--- config.mk ---
export PLATFORM = sky130hd
export DESIGN_NAME = parallel_load_sequencer_flat
export DESIGN_NICKNAME = d
export VERILOG_FILES = /design/src/rtl/parallel_load_sequencer_if.sv /design/src/rtl/parallel_load_sequencer.sv /design/src/flat_wrapper.sv
export SDC_FILE = /design/constraint.sdc
export NUM_CORES = 1
export LEC_CHECK = 0
export BUFFER_PORTS_ARGS = -buffer_cell sky130_fd_sc_hd__buf_2
export CAP_MARGIN = 20
export CORE_ASPECT_RATIO = 1.1
export CORE_MARGIN = 3
export CORE_UTILIZATION = 23
export CTS_CLUSTER_DIAMETER = 120
export DETAILED_ROUTE_END_ITERATION = 6
export PLACE_DENSITY = 0.76
export SKIP_CTS_REPAIR_TIMING = 1
export SKIP_LAST_GASP = 1
export SYNTH_ARGS = -nofsm -noshare
export SYNTH_HDL_FRONTEND = slang
export SYNTH_SLANG_ARGS = --single-unit
export TNS_END_PERCENT = 20
--- constraint.sdc ---
create_clock -name clk -period 1.2 [get_ports clk]
set_clock_uncertainty 0.15 [all_clocks]
set_input_delay 0.06 -clock clk [delete_from_list [all_inputs] [get_ports clk]]
set_output_delay 0.06 -clock clk [all_outputs]
set_load 0.02 [all_outputs]
--- src/rtl/parallel_load_sequencer_if.sv ---
// Word-stream, frame-ready and register-bank write bus of the parallel load sequencer.
// Latency: none, signal bundle only.
// Backpressure: recv_val/recv_rdy and send_val/send_rdy handshakes; a transfer needs both high at a clock edge.
// Ports: recv_* producer word stream, send_* frame-ready handshake,
//        wr_* bank write strobe/select/data, count = registers filled.
interface parallel_load_sequencer_if #(
    parameter int N   = 32,
    parameter int dib = 1
);
    localparam int NREG = 1 << dib;

    logic            recv_val;
    logic            recv_rdy;
    logic [N-1:0]    recv_msg;
    logic            send_val;
    logic            send_rdy;
    logic [NREG-1:0] wr_en;
    logic [dib-1:0]  wr_sel;
    logic [N-1:0]    wr_data;
    logic [dib:0]    count;

    // Sequencer side.
    modport slave (
        input  recv_val, recv_msg, send_rdy,
        output recv_rdy, send_val, wr_en, wr_sel, wr_data, count
    );

    // Producer / consumer / bank side.
    modport master (
        output recv_val, recv_msg, send_rdy,
        input  recv_rdy, send_val, wr_en, wr_sel, wr_data, count
    );
endinterface

--- src/rtl/parallel_load_sequencer.sv ---
// Steers a val/rdy word stream into an NREG-register bank one-hot and flags full frames.
// Latency: write strobe combinational with the transfer; send_val rises the cycle after the NREG-th word.
// Backpressure: recv_rdy=1 while filling; while draining recv_rdy follows send_rdy, so fill and drain can overlap.
// Ports: clk, reset (async active-low), flush (sync abort), bus (slave modport of parallel_load_sequencer_if).
module parallel_load_sequencer #(
    parameter int dib = 1,
    parameter int N   = 32
) (
    input  logic clk,
    input  logic reset,
    input  logic flush,
    parallel_load_sequencer_if.slave bus
);
    localparam int NREG = 1 << dib;

    typedef enum logic {
        FILL  = 1'b0,
        DRAIN = 1'b1
    } state_t;

    state_t         state_q, state_d;
    logic [dib-1:0] idx_q, idx_d;

    logic            recv_rdy;
    logic            send_val;
    logic            recv_xfer;
    logic            send_xfer;
    logic [dib-1:0]  wr_sel;
    logic [dib:0]    count;
    logic [NREG-1:0] wr_en;

    always_comb begin
        state_d  = state_q;
        idx_d    = idx_q;
        recv_rdy = 1'b0;
        send_val = 1'b0;
        wr_sel   = '0;
        count    = '0;

        case (state_q)
            FILL: begin
                recv_rdy = 1'b1;
                wr_sel   = idx_q;
                count    = {1'b0, idx_q};
            end
            DRAIN: begin
                send_val = 1'b1;
                count    = (dib+1)'(NREG);
                // Accepting a word while the consumer takes the frame lets
                // register 0 be refilled on the same edge it is read.
                recv_rdy = bus.send_rdy;
            end
            default: ;
        endcase

        // Flush blocks both handshakes this cycle; the reset term keeps the
        // producer stalled for as long as reset is held.
        if (flush) begin
            recv_rdy = 1'b0;
            send_val = 1'b0;
        end
        if (!reset) begin
            recv_rdy = 1'b0;
        end

        recv_xfer = bus.recv_val && recv_rdy;
        send_xfer = send_val && bus.send_rdy;
        wr_en     = recv_xfer ? (NREG'(1) << wr_sel) : '0;

        if (flush) begin
            state_d = FILL;
            idx_d   = '0;
        end else begin
            case (state_q)
                FILL: begin
                    if (recv_xfer) begin
                        if (idx_q == dib'(NREG - 1)) begin
                            idx_d   = '0;
                            state_d = DRAIN;
                        end else begin
                            idx_d = idx_q + dib'(1);
                        end
                    end
                end
                DRAIN: begin
                    if (send_xfer) begin
                        state_d = FILL;
                        idx_d   = recv_xfer ? dib'(1) : '0;
                    end
                end
                default: ;
            endcase
        end
    end

    always_ff @(posedge clk or negedge reset) begin
        if (!reset) begin
            state_q <= FILL;
            idx_q   <= '0;
        end else begin
            state_q <= state_d;
            idx_q   <= idx_d;
        end
    end

    assign bus.recv_rdy = recv_rdy;
    assign bus.send_val = send_val;
    assign bus.wr_en    = wr_en;
    assign bus.wr_sel   = wr_sel;
    assign bus.wr_data  = bus.recv_msg;
    assign bus.count    = count;
endmodule

--- src/flat_wrapper.sv ---
// flat-port wrapper written by rule: the top's interface ports become plain ports
module parallel_load_sequencer_flat 
#(
    parameter int dib = 1,
    parameter int N   = 32
)
  (clk, reset, flush, bus_recv_val, bus_recv_msg, bus_send_rdy, bus_recv_rdy, bus_send_val, bus_wr_en, bus_wr_sel, bus_wr_data, bus_count);
  parallel_load_sequencer_if #(.N(N), .dib(dib)) bus_i ();
  input  logic clk;
  input  logic reset;
  input  logic flush;
  input wire logic [$bits(bus_i.recv_val)-1:0] bus_recv_val;
  input wire logic [$bits(bus_i.recv_msg)-1:0] bus_recv_msg;
  input wire logic [$bits(bus_i.send_rdy)-1:0] bus_send_rdy;
  output wire logic [$bits(bus_i.recv_rdy)-1:0] bus_recv_rdy;
  output wire logic [$bits(bus_i.send_val)-1:0] bus_send_val;
  output wire logic [$bits(bus_i.wr_en)-1:0] bus_wr_en;
  output wire logic [$bits(bus_i.wr_sel)-1:0] bus_wr_sel;
  output wire logic [$bits(bus_i.wr_data)-1:0] bus_wr_data;
  output wire logic [$bits(bus_i.count)-1:0] bus_count;
  assign bus_i.recv_val = bus_recv_val;
  assign bus_i.recv_msg = bus_recv_msg;
  assign bus_i.send_rdy = bus_send_rdy;
  assign bus_recv_rdy = bus_i.recv_rdy;
  assign bus_send_val = bus_i.send_val;
  assign bus_wr_en = bus_i.wr_en;
  assign bus_wr_sel = bus_i.wr_sel;
  assign bus_wr_data = bus_i.wr_data;
  assign bus_count = bus_i.count;
  parallel_load_sequencer #(.dib(dib), .N(N)) u_core (.clk(clk), .reset(reset), .flush(flush), .bus(bus_i));
endmodule
==> qor.yml, run 1 <==
hold_path:
  worst_hold_path_type: "in2async"
synthesis:
  netlist_area_um2: 405.4
  ys_warn_count: 0
  syn_inst: 48
  yosys.cell_types.count: 11
  seq_area_frac_synth_pct: 12.35
  syn_nets: 85
  synth-seq-cells: 2
  avgSynthCellArea_um2: 8.446
status:
  violations: "negative setup slack"
  status: "finished with violations"
pwr:
  ir_worst_vdd_v: 0.0003069
  p_leak_uw: 0.0002942
  p_per_area_nw_per_um2: 706.5
global_routing:
  antenna_found_initial: 0
  overflow: 0
  grt_usage_pct: 5.579
  grt_max_degree: 7
  grt_pass1_vias: 197
  grt_pass1_wl_um: 876
worst_setup_path:
  slowest_delay_ps: 400
  end_kind: "output pin"
  cp_slowest_cell: "dfrtp_1"
  critPathKind: "reg2out"
  r2r_start: "u_core.state_q"
  crit_arrival_ps: 1250
  critPathLaunch: "u_core.state_q"
  crit_fanout: 5
  crit_chain: "and2b_2 > nor3b_2 > buf_2"
  critical_path_required_ps: 990
  cp-start-kind: "flip-flop"
  cp_num_buf_inv: 1
  cp_top_family: "simple AND/OR/NAND/NOR gates"
placement:
  dpl_cell_area_um2: 266.5
  port_buffers: 11
  dp_slack_ps: -60.38
  gp_congestion: 0.6902
  place.detailed.hpwl_um: 463.1
sta:
  min_period_ps: 1463
  worst_slew_pin_slew_ps: 268.9
  fin_tns_setup_ps: -1318
  rsz0062_at_grt: "yes"
  setup_violations: 8
  setup_ws_ps: -262.6
  hold_slack_ps: 48.13
  finalHoldViolCount: 0
  finalCritPeriodShare_pct: 121.9
  relSlewSlack_pct: 82.04
  slew_violations: 0
  clock.fmax_mhz: 683.7
floorplanning:
  die-area_um2: 2303
  num_rows: 15
  ioPinCount: 76
  core-area_um2: 1614
  die_x_um: 46.03
  die_h_um: 50.03
  start_util_pct: 25.12
detailed_routing:
  vias: 369
  drc: 0
  drtIter0Drc: 0
  drtPass1Iterations: 1
  wl_um: 1008
  via_per_inst: 4.446
  wire_per_inst_um: 12.14
  drtAntennaViolNets: 0
layout:
  layout-drive-gt1-share_pct: 39.39
  diodes: 0
  area_delta_synth_final_pct: 61.42
  layout_common_cells: "dlygate4sd3_1, buf_2, buf_4"
  final_util_pct: 40.54
  num-nets-final: 105
  final_common_cell: "dlygate4sd3_1"
  design_area_um2: 654.4
  fill_cells: 163
clock_network:
  root_buffer: "clkbuf_4"
  clock_sinks: 2
  cts_tree: "yes"
  clkTransAtPathRegs_ps: 30
  htree_num_levels: 1
  clockBufferDepth: 2
  cts_buffers: 3
  clk_latency_ps: 220
job:
  maxCapViolCount: 0
==> cell usage after synthesis <==
master | count | share of area (%)
buf_4 | 34 | 63
nor3b_1 | 3 | 5.6
dfrtp_1 | 2 | 12
nor2b_1 | 2 | 3.1
a2111oi_2 | 1 | 3.7
a21bo_1 | 1 | 2.5
and2b_2 | 1 | 2.2
and4b_2 | 1 | 2.8
nand2_1 | 1 | 0.93
nor4_1 | 1 | 1.5
o21ba_2 | 1 | 2.5
==> final cells by class <==
class	count	area (µm²)	share of cell area (%)
clock buffers	3	22.52	3.442
multi-input cells	12	132.6	20.27
flip-flops and latches	2	50.05	7.648
well taps	17	21.27	3.250
repair buffers	49	427.9	65.39
==> stage by stage <==
step                total power (µW)  std cells
floorplan                      271.4         48
global placement               141.1         44
detailed placement             142.1         44
CTS                            300.1         47
global route                   489.6         83
finish                         462.3         83
==> flip-flops by register name (all words and copies together) (netlist names) <==
name,flops
u_core.idx_q,1
u_core.state_q,1
==> worst register-to-register path: stages, from the launching register on <==
cell	delay, ps
dfrtp_1	400
buf_4	150
a21bo_1	160
a2111oi_2	350
==> report_power, final <==
part	switching (µW)	internal, µW	total [µW]
Clock	37.9	110	148
Sequential	3.00	71.1	74.1
Combinational	131	109	240
Total	172	290	462
==> routing by layer <==
| layer | global-route usage (%) | part of all wire [%] | up-vias |
|---|---|---|---|
| li1 | - | - | 159 |
| met1 | 6.087 | 33 | 164 |
| met2 | 4.358 | 48 | 46 |
| met3 | 4.015 | 20 | 0 |
| met4 | 9.953 | 0 | 0 |
| met5 | 0 | 0 | - |
==> cell families (layout without fill, tap and decap cells) <==
logic type / Yosys count / in the layout / share of synthesized area [%]
AO/OA/AOI/OAI: 3 / 3 / 8.641
buffers and inverters: 34 / 52 / 62.96
flip-flops: 2 / 2 / 12.35
AND/OR/NAND/NOR: 9 / 9 / 16.05
==> final timing paths <==
kind,endpoint,slack (ps),cells past startpoint
hold reg to reg,u_core.idx_q,540,2
hold / removal,u_core.state_q,50,2
setup / recovery,bus_wr_en[1],-260,3
min in group clk,u_core.idx_q,50,3
setup reg to reg,u_core.idx_q,-130,3
max in group asynchronous,u_core.idx_q,730,2
No activity file was read; power rests on OpenSTA's default activity.
==> inputs of run 2 (changes only) <==
--- a/config.mk
+++ b/config.mk
@@ -6,13 +6,13 @@
 export NUM_CORES = 1
 export LEC_CHECK = 0
 export BUFFER_PORTS_ARGS = -buffer_cell sky130_fd_sc_hd__buf_2
-export CAP_MARGIN = 20
+export CAP_MARGIN = 40
 export CORE_ASPECT_RATIO = 1.1
 export CORE_MARGIN = 3
 export CORE_UTILIZATION = 23
 export CTS_CLUSTER_DIAMETER = 120
 export DETAILED_ROUTE_END_ITERATION = 6
-export PLACE_DENSITY = 0.76
+export PLACE_DENSITY = 0.85
 export SKIP_CTS_REPAIR_TIMING = 1
 export SKIP_LAST_GASP = 1
 export SYNTH_ARGS = -nofsm -noshare
==> qor.yml, run 2 (synthesis results as in run 1) <==
status:
  status: "finished with violations"
  violations: "negative setup slack"
pwr:
  clkPwrFrac_pct: 32.4  # +0.3 points
  ir_worst_vdd_v: 0.0004526  # +47%
  p_per_area_nw_per_um2: 714.4  # +1.1%
  p_leak_uw: 0.0002887  # -1.9%
  p_int_uw: 290.0  # about the same
  finalPower_uw: 463.9  # +0.33%
  p_switching_uw: 173.9  # +1.1%
  seqPwrFrac_pct: 16.0  # about the same
  p_comb_share_pct: 51.6  # -0.3 points
  swShare_pct: 37.49  # +0.27 points
layout:
  layout_common_cells: "dlygate4sd3_1, buf_2, buf_4"
  diodes: 0  # unchanged
  reg_top3: "u_core.idx_q: 1 flops, u_core.state_q: 1 flops"
  num-nets-final: 104  # -0.95%
  instances_no_fill: 82  # -1.2%
  area_delta_synth_final_pct: 60.19
  final_common_cell: "dlygate4sd3_1"
  layout-drive-gt1-share_pct: 38.46  # -0.93 points
worst_setup_path:
  crit_fanout: 5  # unchanged
  critPathKind: "reg2out"
  crit_arrival_ps: 1210  # -40 ps
  slowest_delay_ps: 400  # about the same
  crit_chain: "and2b_2 > nor3b_2 > buf_4"
  cp-start-kind: "flip-flop"
  end_kind: "output pin"
  critical_path_required_ps: 990  # about the same
  r2r_cells: 3  # unchanged
  cp_slowest_cell: "dfrtp_1"
floorplanning:
  die_x_um: 46.03  # unchanged
  num_rows: 15  # unchanged
  core-area_um2: 1614  # unchanged
  die_h_um: 50.03  # unchanged
  start_util_pct: 25.12  # unchanged
  ioPinCount: 76  # unchanged
  die-area_um2: 2303  # unchanged
clock_network:
  clkTransAtPathRegs_ps: 30  # about the same
  root_buffer: "clkbuf_4"
  clock_sinks: 2  # unchanged
  htree_num_levels: 1  # unchanged
  cts_tree: "yes"
  clk_latency_ps: 230  # about the same
  clockBufferDepth: 2  # unchanged
  cts_buffers: 3  # unchanged
sta:
  finalHoldViolCount: 0  # unchanged
  clock.fmax_mhz: 705.6  # +3.2%
  min_period_ps: 1417  # -45.44 ps
  hold_slack_ps: 49.35  # +1.223 ps
  worst_slew_pin_slew_ps: 283.7  # +14.79 ps
  setup_violations: 8  # unchanged
  setup_ws_ps: -217.2  # +45.44 ps
  rsz0062_at_grt: "yes"
  relSlewSlack_pct: 81.05  # -0.99 points
  finalCritPeriodShare_pct: 118.1  # -3.8 points
  slew_violations: 0  # unchanged
detailed_routing:
  drtPass1Iterations: 2  # +1
  vias: 365  # -1.1%
  via_per_inst: 4.451  # +0.12%
  wl_um: 1019  # +1.1%
  drtAntennaViolNets: 0  # unchanged
  drc: 0  # unchanged
  wire_per_inst_um: 12.43  # +2.3%
  drtIter0Drc: 2  # +2
placement:
  place.detailed.hpwl_um: 517.6  # +12%
  port_buffers: 11  # unchanged
  gp_congestion: 0.6271  # -9.1%
  dp_cells: 44  # unchanged
hold_path:
  worst_hold_path_type: "in2async"
global_routing:
  grt_pass1_vias: 218  # +11%
  grt_usage_pct: 6.427  # +0.85 points
  grt_max_degree: 7  # unchanged
  grt_pass1_wl_um: 1007  # +15%
  overflow: 0  # unchanged
  antenna_found_initial: 0  # unchanged
job:
  maxCapViolCount: 0  # unchanged
[run 2: final timing paths]
path	startpoint	to	slack (ps)
worst max-delay path	u_core.state_q	bus_wr_en[1]	-220
worst min-delay path	reset	u_core.state_q	50
worst max register to register	u_core.state_q	u_core.idx_q	-150
worst min register to register	u_core.idx_q	u_core.idx_q	550
max in group asynchronous	reset	u_core.idx_q	720
min in group clk	bus_send_rdy	u_core.idx_q	70
[run 2: stage by stage]
stage          setup WS, ps  cell area, µm²  util, %  setup TNS [ps]
6_report             -217.2           649.4    40.23           -1265
5_1_grt              -288.2           649.4    40.23           -1703
4_1_cts              -321.0           289.0    17.91           -1333
3_5_place_dp         -68.10           266.5    16.51          -113.8
3_3_place_gp         -20.02           266.5    16.51          -20.02
2_1_floorplan        -92.97           430.4        -          -131.2
[run 2: final cells by class]
cell class                 instances  area [µm²]
clock buffer                       3       22.52
fill                             159       964.7
sequential                         2       50.05
timing repair buffer              48       422.9
multi-input combinational         12       132.6
tap                               17       21.27
[run 2: power groups by stage]
stage	Clock, µW	Combinational (µW)	Sequential [µW]
detailed placement	0	68.5	74.8
global placement	0	66.3	74.6
global route	167	251	74.4
CTS	155	68.6	74.1
floorplan	0	197	74.0
finish	150	240	74.0
[run 2: metal layers]
| layer | global-route usage, % | up-vias | part of all wire (%) |
|---|---|---|---|
| li1 | - | 156 | - |
| met1 | 6.957 | 159 | 29 |
| met2 | 5.505 | 48 | 47 |
| met3 | 8.029 | 2 | 23 |
| met4 | 6.161 | 0 | 0.98 |
| met5 | 0 | - | 0 |
[run 2: worst max-delay path, delay by kind of cell (launching register included)]
family / cells / cell delay [ps]
simple gates: 2 / 430
buf+inv: 1 / 160
flops: 1 / 400
